<file path="src/rtl/imem_loader_pkg.sv">
// imem_loader_pkg: shared state encoding and default parameters for the program loader.
package imem_loader_pkg;
  typedef enum logic [2:0] {IDLE, LEN_HI, LEN_LO, DATA, CSUM, DONE, ERR} state_t;
  localparam int ADDR_W_DEF = 10;
  localparam int BASE_ADDR_DEF = 0;
endpackage

</file>
<file path="src/rtl/imem_loader_if.sv">
// imem_loader_if: byte stream, instruction-memory write port and status of the loader.
interface imem_loader_if #(parameter int ADDR_W = imem_loader_pkg::ADDR_W_DEF);
  logic start;
  logic s_valid;
  logic [7:0] s_data;
  logic s_ready;
  logic im_we;
  logic [ADDR_W-1:0] im_addr;
  logic [31:0] im_wdata;
  logic cpu_hold;
  logic done;
  logic err;
  logic [ADDR_W:0] words_loaded;
  modport master (
    output start, s_valid, s_data,
    input s_ready, im_we, im_addr, im_wdata, cpu_hold, done, err, words_loaded
  );
  modport slave (
    input start, s_valid, s_data,
    output s_ready, im_we, im_addr, im_wdata, cpu_hold, done, err, words_loaded
  );
endinterface

</file>
<file path="src/rtl/imem_word_packer.sv">
// imem_word_packer: big-endian byte-to-word shift register with a one-cycle word_valid on the 4th byte.
module imem_word_packer (
  input  logic        clk,
  input  logic        rst_n,
  input  logic        clr_i,
  input  logic        byte_valid_i,
  input  logic [7:0]  byte_i,
  output logic        word_valid_o,
  output logic [31:0] word_o
);
  logic [23:0] sr_q, sr_d;
  logic [1:0] cnt_q, cnt_d;
  assign word_o = {sr_q, byte_i};
  assign word_valid_o = byte_valid_i && cnt_q == 2'd3;
  always_comb begin
    sr_d = clr_i ? '0 : byte_valid_i ? {sr_q[15:0], byte_i} : sr_q;
    cnt_d = clr_i ? '0 : byte_valid_i ? cnt_q + 2'd1 : cnt_q;
  end
  always_ff @(posedge clk or negedge rst_n)
    if (!rst_n) begin
      sr_q <= '0;
      cnt_q <= '0;
    end else begin
      sr_q <= sr_d;
      cnt_q <= cnt_d;
    end
endmodule

</file>
<file path="src/rtl/imem_loader.sv">
// imem_loader: loads a length-prefixed, XOR-checksummed byte stream into instruction memory
// and holds the CPU until the image is complete and verified.
module imem_loader
  import imem_loader_pkg::*;
#(
  parameter int ADDR_W = ADDR_W_DEF,
  parameter int BASE_ADDR = BASE_ADDR_DEF
) (
  input logic clk,
  input logic rst_n,
  imem_loader_if.slave bus
);
  localparam logic [16:0] MAX_N = 17'd1 << ADDR_W;
  localparam logic [ADDR_W-1:0] BASE = ADDR_W'(BASE_ADDR);
  state_t state_q, state_d;
  logic [7:0] len_hi_q, len_hi_d, acc_q, acc_d;
  logic [15:0] len_q, len_d;
  logic [ADDR_W:0] wl_q, wl_d;
  logic we_q, we_d;
  logic [ADDR_W-1:0] addr_q, addr_d;
  logic [31:0] wdata_q, wdata_d;
  logic accept, restart, word_valid;
  logic [31:0] word;
  logic [16:0] n;
  assign bus.s_ready = state_q inside {LEN_HI, LEN_LO, DATA, CSUM};
  assign accept = bus.s_valid && bus.s_ready;
  assign restart = bus.start && state_q inside {IDLE, DONE, ERR};
  assign n = {1'b0, len_hi_q, bus.s_data};
  assign bus.im_we = we_q;
  assign bus.im_addr = addr_q;
  assign bus.im_wdata = wdata_q;
  assign bus.done = state_q == DONE;
  assign bus.err = state_q == ERR;
  assign bus.cpu_hold = state_q != DONE;
  assign bus.words_loaded = wl_q;
  imem_word_packer u_packer (
    .clk(clk),
    .rst_n(rst_n),
    .clr_i(restart),
    .byte_valid_i(accept && state_q == DATA),
    .byte_i(bus.s_data),
    .word_valid_o(word_valid),
    .word_o(word)
  );
  always_comb begin
    state_d = state_q;
    len_hi_d = len_hi_q;
    len_d = len_q;
    acc_d = accept ? acc_q ^ bus.s_data : acc_q;
    wl_d = wl_q;
    we_d = 1'b0;
    addr_d = addr_q;
    wdata_d = wdata_q;
    case (state_q)
      IDLE, DONE, ERR: if (bus.start) begin
        state_d = LEN_HI;
        wl_d = '0;
        acc_d = '0;
      end
      LEN_HI: if (accept) begin
        len_hi_d = bus.s_data;
        state_d = LEN_LO;
      end
      // Oversize lengths are rejected here, so the address counter can never wrap.
      LEN_LO: if (accept) begin
        len_d = n[15:0];
        state_d = n > MAX_N ? ERR : n == 17'd0 ? CSUM : DATA;
      end
      DATA: if (word_valid) begin
        we_d = 1'b1;
        wdata_d = word;
        addr_d = BASE + wl_q[ADDR_W-1:0];
        wl_d = wl_q + (ADDR_W+1)'(1);
        if (17'(wl_q) + 17'd1 == {1'b0, len_q}) state_d = CSUM;
      end
      CSUM: if (accept) state_d = bus.s_data == acc_q ? DONE : ERR;
      default: state_d = IDLE;
    endcase
  end
  always_ff @(posedge clk or negedge rst_n)
    if (!rst_n) begin
      state_q <= IDLE;
      len_hi_q <= '0;
      len_q <= '0;
      acc_q <= '0;
      wl_q <= '0;
      we_q <= 1'b0;
      addr_q <= BASE;
      wdata_q <= '0;
    end else begin
      state_q <= state_d;
      len_hi_q <= len_hi_d;
      len_q <= len_d;
      acc_q <= acc_d;
      wl_q <= wl_d;
      we_q <= we_d;
      addr_q <= addr_d;
      wdata_q <= wdata_d;
    end
endmodule
</file>
<file path="src/flat_wrapper.sv">
// flat-port wrapper written by rule: the top's interface ports become plain ports
module imem_loader_flat import imem_loader_pkg::*;
#(
  parameter int ADDR_W = ADDR_W_DEF,
  parameter int BASE_ADDR = BASE_ADDR_DEF
)
  (clk, rst_n, bus_start, bus_s_valid, bus_s_data, bus_s_ready, bus_im_we, bus_im_addr, bus_im_wdata, bus_cpu_hold, bus_done, bus_err, bus_words_loaded);
  imem_loader_if #(.ADDR_W(ADDR_W)) bus_i ();
  input logic clk;
  input logic rst_n;
  input wire logic [$bits(bus_i.start)-1:0] bus_start;
  input wire logic [$bits(bus_i.s_valid)-1:0] bus_s_valid;
  input wire logic [$bits(bus_i.s_data)-1:0] bus_s_data;
  output wire logic [$bits(bus_i.s_ready)-1:0] bus_s_ready;
  output wire logic [$bits(bus_i.im_we)-1:0] bus_im_we;
  output wire logic [$bits(bus_i.im_addr)-1:0] bus_im_addr;
  output wire logic [$bits(bus_i.im_wdata)-1:0] bus_im_wdata;
  output wire logic [$bits(bus_i.cpu_hold)-1:0] bus_cpu_hold;
  output wire logic [$bits(bus_i.done)-1:0] bus_done;
  output wire logic [$bits(bus_i.err)-1:0] bus_err;
  output wire logic [$bits(bus_i.words_loaded)-1:0] bus_words_loaded;
  assign bus_i.start = bus_start;
  assign bus_i.s_valid = bus_s_valid;
  assign bus_i.s_data = bus_s_data;
  assign bus_s_ready = bus_i.s_ready;
  assign bus_im_we = bus_i.im_we;
  assign bus_im_addr = bus_i.im_addr;
  assign bus_im_wdata = bus_i.im_wdata;
  assign bus_cpu_hold = bus_i.cpu_hold;
  assign bus_done = bus_i.done;
  assign bus_err = bus_i.err;
  assign bus_words_loaded = bus_i.words_loaded;
  imem_loader #(.ADDR_W(ADDR_W), .BASE_ADDR(BASE_ADDR)) u_core (.clk(clk), .rst_n(rst_n), .bus(bus_i));
endmodule
</file>
<file path="config.mk">
export PLATFORM = sky130hd
export DESIGN_NAME = imem_loader_flat
export DESIGN_NICKNAME = d
export VERILOG_FILES = /design/src/rtl/imem_loader_pkg.sv /design/src/rtl/imem_loader_if.sv /design/src/rtl/imem_word_packer.sv /design/src/rtl/imem_loader.sv /design/src/flat_wrapper.sv
export SDC_FILE = /design/constraint.sdc
export NUM_CORES = 1
export LEC_CHECK = 0
export ABC_CLOCK_PERIOD_IN_PS = 7500
export BUFFER_PORTS_ARGS = -buffer_cell sky130_fd_sc_hd__buf_2
export CORE_MARGIN = 5
export CORE_UTILIZATION = 45
export CTS_BUF_LIST = sky130_fd_sc_hd__clkbuf_4 sky130_fd_sc_hd__clkbuf_8 sky130_fd_sc_hd__clkbuf_16
export DETAILED_ROUTE_END_ITERATION = 16
export HOLD_SLACK_MARGIN = 0.15
export PLACE_DENSITY_LB_ADDON = 0.2
export SYNTH_ARGS = -nofsm -noshare
export SYNTH_HDL_FRONTEND = slang
export SYNTH_SLANG_ARGS = --single-unit
</file>
<file path="constraint.sdc">
create_clock -name clk -period 7.5 [get_ports clk]
set_input_delay 0.75 -clock clk [delete_from_list [all_inputs] [get_ports clk]]
set_output_delay 0.75 -clock clk [all_outputs]
set_load 0.02 [all_outputs]
</file>
======== Word level (Yosys, flattened, before mapping) ========
Cells that the tools add are included.
cells by class
  add/sub/neg operators ................... 3
  magnitude comparators ................... 1
  multiplexer cells ....................... 22
  reductions and logical operators ........ 16
  equality and inequality tests ........... 16
  bitwise logic cells ..................... 1
operator list
  operator                 number
  $mux W24                 2
  $mux W3                  8
  $mux W8                  3
  $mux W11                 2
  $pmux W11 S2             1
  $eq A17 B16 Y1           1
  $logic_not A17 Y1        1
  $gt A16 B11 Y1 const B   1
  $pmux W3 S5              1
  $add A11 B1 Y12 const B  1
  $add A11 B1 Y11 const B  1
  $eq A3 B3 Y1 const B     3
  $eq A8 B8 Y1             1
  $xor A8 B8 Y8            1
  $eq A3 B2 Y1 const B     2
  $mux W2                  3
  $ne A2 B1 Y1 const B     3
  $ne A2 B2 Y1 const B     3
  $reduce_and A2 Y1        3
  $reduce_and A6 Y1        1
  $logic_and A1 B1 Y1      4
  $reduce_bool A2 Y1       2
  $reduce_bool A4 Y1       1
  $eq A3 B1 Y1 const B     1
  8 further kinds          9
word-level totals
  output and inout bits ................... 58
  register bits after elaboration ......... 115
  logic and storage cells ................. 69

======== Longest topological paths before layout ========
  depth after elaboration ................. 7
  gate-level depth with buffers ........... 8
  mapped depth without buffers ............ 7

======== Hierarchy ========
Synthesis repeated with hierarchy kept, for this count alone.
unflattened totals
  cell total of the unflattened synthesis .. 549
  area total of the unflattened synthesis .. 5470.2 um^2
by module, submodules not included
  module            area an instance (um^2)  times used  sequential area each (um^2)  cells each
  imem_loader       4316.6                   1           2227.1                       455
  imem_word_packer  1153.6                   1           650.6                        94

======== Least setup slack after synthesis ========
No wires, ideal clock.
  kind .................................... register to register
  from .................................... reg u_core.wl_q[0] (netlist: u_core.bus.words_loaded[0])
  to ...................................... reg u_core.state_q[0]
  cell stages (with the launch flop) ...... 9
  arrival ................................. 2422 ps
  setup slack ............................. 4959 ps
  required time ........................... 7382 ps
  path through ............................ dfrtp_1 ha_1 buf_2 nand2b_1 o21ai_1 a32oi_1 or4_1 or4_4 a21o_1
between the ends
  longest elaborated chain between the ends .. 4
RTL lines
  what                                line               source
  start, declared                     imem_loader.sv:18  logic [ADDR_W:0] wl_q, wl_d;
  start signal, assigned              imem_loader.sv:95  wl_q <= wl_d;
  $add A11 B1 Y12                     imem_loader.sv:74  if (17'(wl_q) + 17'd1 == {1'b0, len_q}) state_d = CSUM;
  $eq A17 B16 Y1                      imem_loader.sv:74
  $ne A2 B2 Y1 (no source line)       n/a
  $reduce_and A6 Y1 (no source line)  n/a
  end signal, assigned                imem_loader.sv:91  state_q <= state_d;
  end, declared                       imem_loader.sv:15  state_t state_q, state_d;
No other way between the ends.
A chain may end at the register's enable or synchronous reset.

======== Final worst setup path ========
  from .................................... reg u_core.state_q[2]
  to ...................................... reg u_core.wl_q[3] (netlist: u_core.bus.words_loaded[3])
between the ends
  longest elaborated chain between the ends .. 7
RTL lines
  what                                        line                    source
  $eq A3 B1 Y1, or another cell as far along  imem_loader.sv:25       assign bus.s_ready = state_q inside {LEN_HI, LEN_LO, DATA, CSUM};
  $reduce_bool A4 Y1                          imem_loader.sv:25
  $logic_and A1 B1 Y1                         imem_loader.sv:26       assign accept = bus.s_valid && bus.s_ready;
  $logic_and A1 B1 Y1                         imem_loader.sv:40       .byte_valid_i(accept && state_q == DATA),
  $logic_and A1 B1 Y1                         imem_word_packer.sv:14  assign word_valid_o = byte_valid_i && cnt_q == 2'd3;
  $ne A2 B2 Y1 (no source line)               n/a
  $reduce_and A3 Y1 (no source line)          n/a
Parallel ways exist; a longest one is shown, timed or not.

==> results.md <==
* Register area share after synthesis at 0.552
* Comb pwr share at 0.249
* Cell Pwr Density at ~400 nW/um2
* MaxCap Viol Count at 0
* Area of the mapped netlist at between 5000 and 6000 um2
* NetSw at around 760 uW
* Setup WS post-layout at roughly 4.7 ns
* Switching Share at 0.311
* Crit-path slowest cell: dfrtp_1
* H-tree level count at 4
* Slew HR at 0.178
* Final Setup Violations at 0
* Rows at 39
* Worst Path Max Fanout at 27
* Fin Setup TNS at 0 ns
* Drt via density at ~5.2
* Clk sinks at around 120
* Fin crit period at roughly 2.8 ns
* I/O pins at 70
* Commonest non-fill, non-tap cell in the layout: nand2_1
* Part of the power in registers at 0.394
* Placer Congestion at 0.806
* Clock root buffer: clkbuf_16
* Most frequent cells in the layout: nand2_1, dfrtp_1, buf_2
* Die H at about 120 um
* Final slew viol count at 0
* Leakage at around 3.1 nW
* CTS tree: yes
* Worst-margin pin slew at roughly 1.2 ns
* P_int at around 1.7 mW
* Synthesis warning total at 0
* RSZ-0062 raised after global routing: false
* Setup crit start kind: register
* Global-route wire length before repair at between 20 and 25 mm
* FF-to-FF path depth at 7
* Setup CP Type: register to register
* # DRC at 0
* Avg Cell Area, Syn at around 9.5 um2
* Req. time, crit path at a little under 8 ns
* Port Buffers at 69
* EDFF count, synth at 0
* Fin crit share at 0.368
* N_diodes at 0
* CP delay by family, top: simple AND/OR/NAND/NOR gates
* Async SR Flop Fraction at 1.00
* Cts bufs inserted at 17
* Critical path, cell by cell: and3b_1 > and2_1 > nand2_2 > clkinv_1 > nor2_1 > o21ai_0 > o31ai_1
* Clock Path Buffers at 2
* Routed wire length per instance at 15.8 um
* Cts hold-fix bufs at 0
* Core box area at between 10000 and 15000 um2
* Layout Nets at just over 600
* GRT Overall Usage at 0.182
* Die width at ~120 um
* Antenna Nets Post-Route at 0
* WL final at roughly 12 mm
* R2r endpoint: u_core.bus.words_loaded[3]
* Hold Vio Cnt, Final at 0
* Yosys reg bits at 115
* Commonest register cell after synthesis: dfrtp_1
* HP Class: primary input to async pin
* Setup Fix Bufs, Post-CTS at 0
* Worst r2r src: u_core.state_q[2]
* Dpl hpwl at between 7 and 8 mm
* Delay of the slowest cell on the worst path at about 0.61 ns
* WP buf/inv at 1
* Clock share of power at 0.357
* Synth cell types at 50
* Fill count at around 1000
* Status: complete, no violations
* Die area at between 10000 and 15000 um2
* Worst vdd ir at between 0.2 and 0.3 mV
* Clk slew on worst S/H paths at around 0.050 ns
* Post-route core utilization at 0.555
* F_max at approximately 360 MHz
* Initial antenna violation count at 0
* TritonRoute pass-1 iters at 4
* Worst Path Arrival at 3.05 ns
* Layout Area Growth over Synthesis at 21.0%
* Congestion Overflow GR at 0
* Clock Skew at a little under 0.005 ns
* PostCTS Resize Cnt at 0
* Clk_lat worst skew at around 0.40 ns
* Routed vias at between 4000 and 5000
* Maximum number of pins on one net before global-route repair at slightly below 60
* Vias in the first global route at 4027
* Starting density of the core at 0.458
* Place WS at 4.71 ns
* Cell count after synthesis at 551
* Ratio of cells with drive above 1 in the final layout at 0.225
* Synth Net Count at 565
* Worst R2R Setup Slack at 4.74 ns
* Worst Setup End Kind: register
* 1st-iter DRT viols at approximately 240
[layer usage]
layer | part of all wire | GRT usage | up-vias
li1 | - | - | 1936
met1 | 0.47 | 0.251 | 1929
met2 | 0.45 | 0.271 | 114
met3 | 0.059 | 0.0529 | 22
met4 | 0.021 | 0.0717 | 0
met5 | 0 | 0 | -
[worst register-to-register path, delay by kind of cell (launching register included)]
kind                   cells  cell delay (ns)
AO/OA/AOI/OAI              2             0.32
flip-flops                 1             0.61
AND/OR/NAND/NOR            4             1.52
buffers and inverters      1             0.21
[registers in the layout, indices dropped and copies added, names as in the netlist, 2 cells and up]
| name | flops |
|---|---|
| u_core.acc_q | 8 |
| u_core.bus.im_addr | 10 |
| u_core.bus.im_wdata | 32 |
| u_core.bus.words_loaded | 11 |
| u_core.len_hi_q | 8 |
| u_core.len_q | 16 |
| u_core.state_q | 3 |
| u_core.u_packer.cnt_q | 2 |
| u_core.u_packer.sr_q | 24 |
[power groups by stage]
stage / registers [mW] / logic (mW) / clock network (mW)
after detailed placement: 0.972 / 0.612 / 0
final: 0.966 / 0.609 / 0.875
after global placement: 0.962 / 0.595 / 0
after CTS: 0.965 / 0.616 / 0.889
after global routing: 0.991 / 0.687 / 0.917
after floorplan: 0.960 / 0.440 / 0
[synthesized netlist by cell type, types with 5 or more instances]
library cell  number  area share
a21oi_1           25       0.024
buf_1              7      0.0050
buf_2              5      0.0048
clkbuf_1          21       0.015
dfrtp_1          115        0.55
mux2_2            26       0.056
nand2_1          199        0.14
nand3_1            7      0.0067
nand4_1            6      0.0072
nor2_1            23       0.017
o21ai_0           20       0.019
xnor2_1           21       0.035
xor2_1            12       0.020
[cells by family (layout without fill, tap and decap cells)]
| family | count (synthesis) | in the layout | synth area share |
|---|---|---|---|
| DFF | 115 | 115 | 0.552 |
| buffers and inverters | 38 | 109 | 0.0293 |
| adders and majority gates | 3 | 3 | 0.00672 |
| AOI/OAI and AO/OA | 67 | 67 | 0.0761 |
| muxes | 27 | 27 | 0.0581 |
| xor gates and xnor gates | 33 | 33 | 0.0554 |
| and+or+nand+nor | 268 | 268 | 0.222 |
[worst max-delay path by stage]
stage,slack [ns],cells past startpoint,startpoint,end
finish,4.74,7,u_core.state_q[2],u_core.bus.words_loaded[3]
global placement,4.80,7,bus_s_valid,u_core.bus.words_loaded[6]
CTS,4.75,7,u_core.state_q[2],u_core.bus.words_loaded[5]
detailed placement,4.71,7,bus_s_valid,u_core.bus.words_loaded[9]
floorplan,4.96,8,u_core.bus.words_loaded[0],u_core.state_q[0]
global route,4.42,7,u_core.state_q[0],u_core.bus.words_loaded[9]
[final cells by class]
| cell class | instances | area, um2 | area share |
|---|---|---|---|
| clock inverters | 9 | 148 | 0.0234 |
| well taps | 143 | 179 | 0.0284 |
| inverters | 4 | 15.0 | 0.00238 |
| multi-input cells | 398 | 2200 | 0.349 |
| flip-flops and latches | 115 | 2880 | 0.456 |
| repair buffers | 73 | 378 | 0.0599 |
| clock buffers | 23 | 508 | 0.0806 |
[stage by stage]
stage / instances / power [mW] / hold slack [ns] / area, um2
6_report: 765 / 2.45 / 0.420 / 6300
4_1_cts: 765 / 2.47 / 0.448 / 6300
2_1_floorplan: 551 / 1.40 / 0.439 / 5210
3_3_place_gp: 733 / 1.56 / 0.456 / 5650
5_1_grt: 765 / 2.60 / 0.481 / 6300
3_5_place_dp: 733 / 1.58 / 0.458 / 5650
No activity file was read; power rests on OpenSTA's default activity.
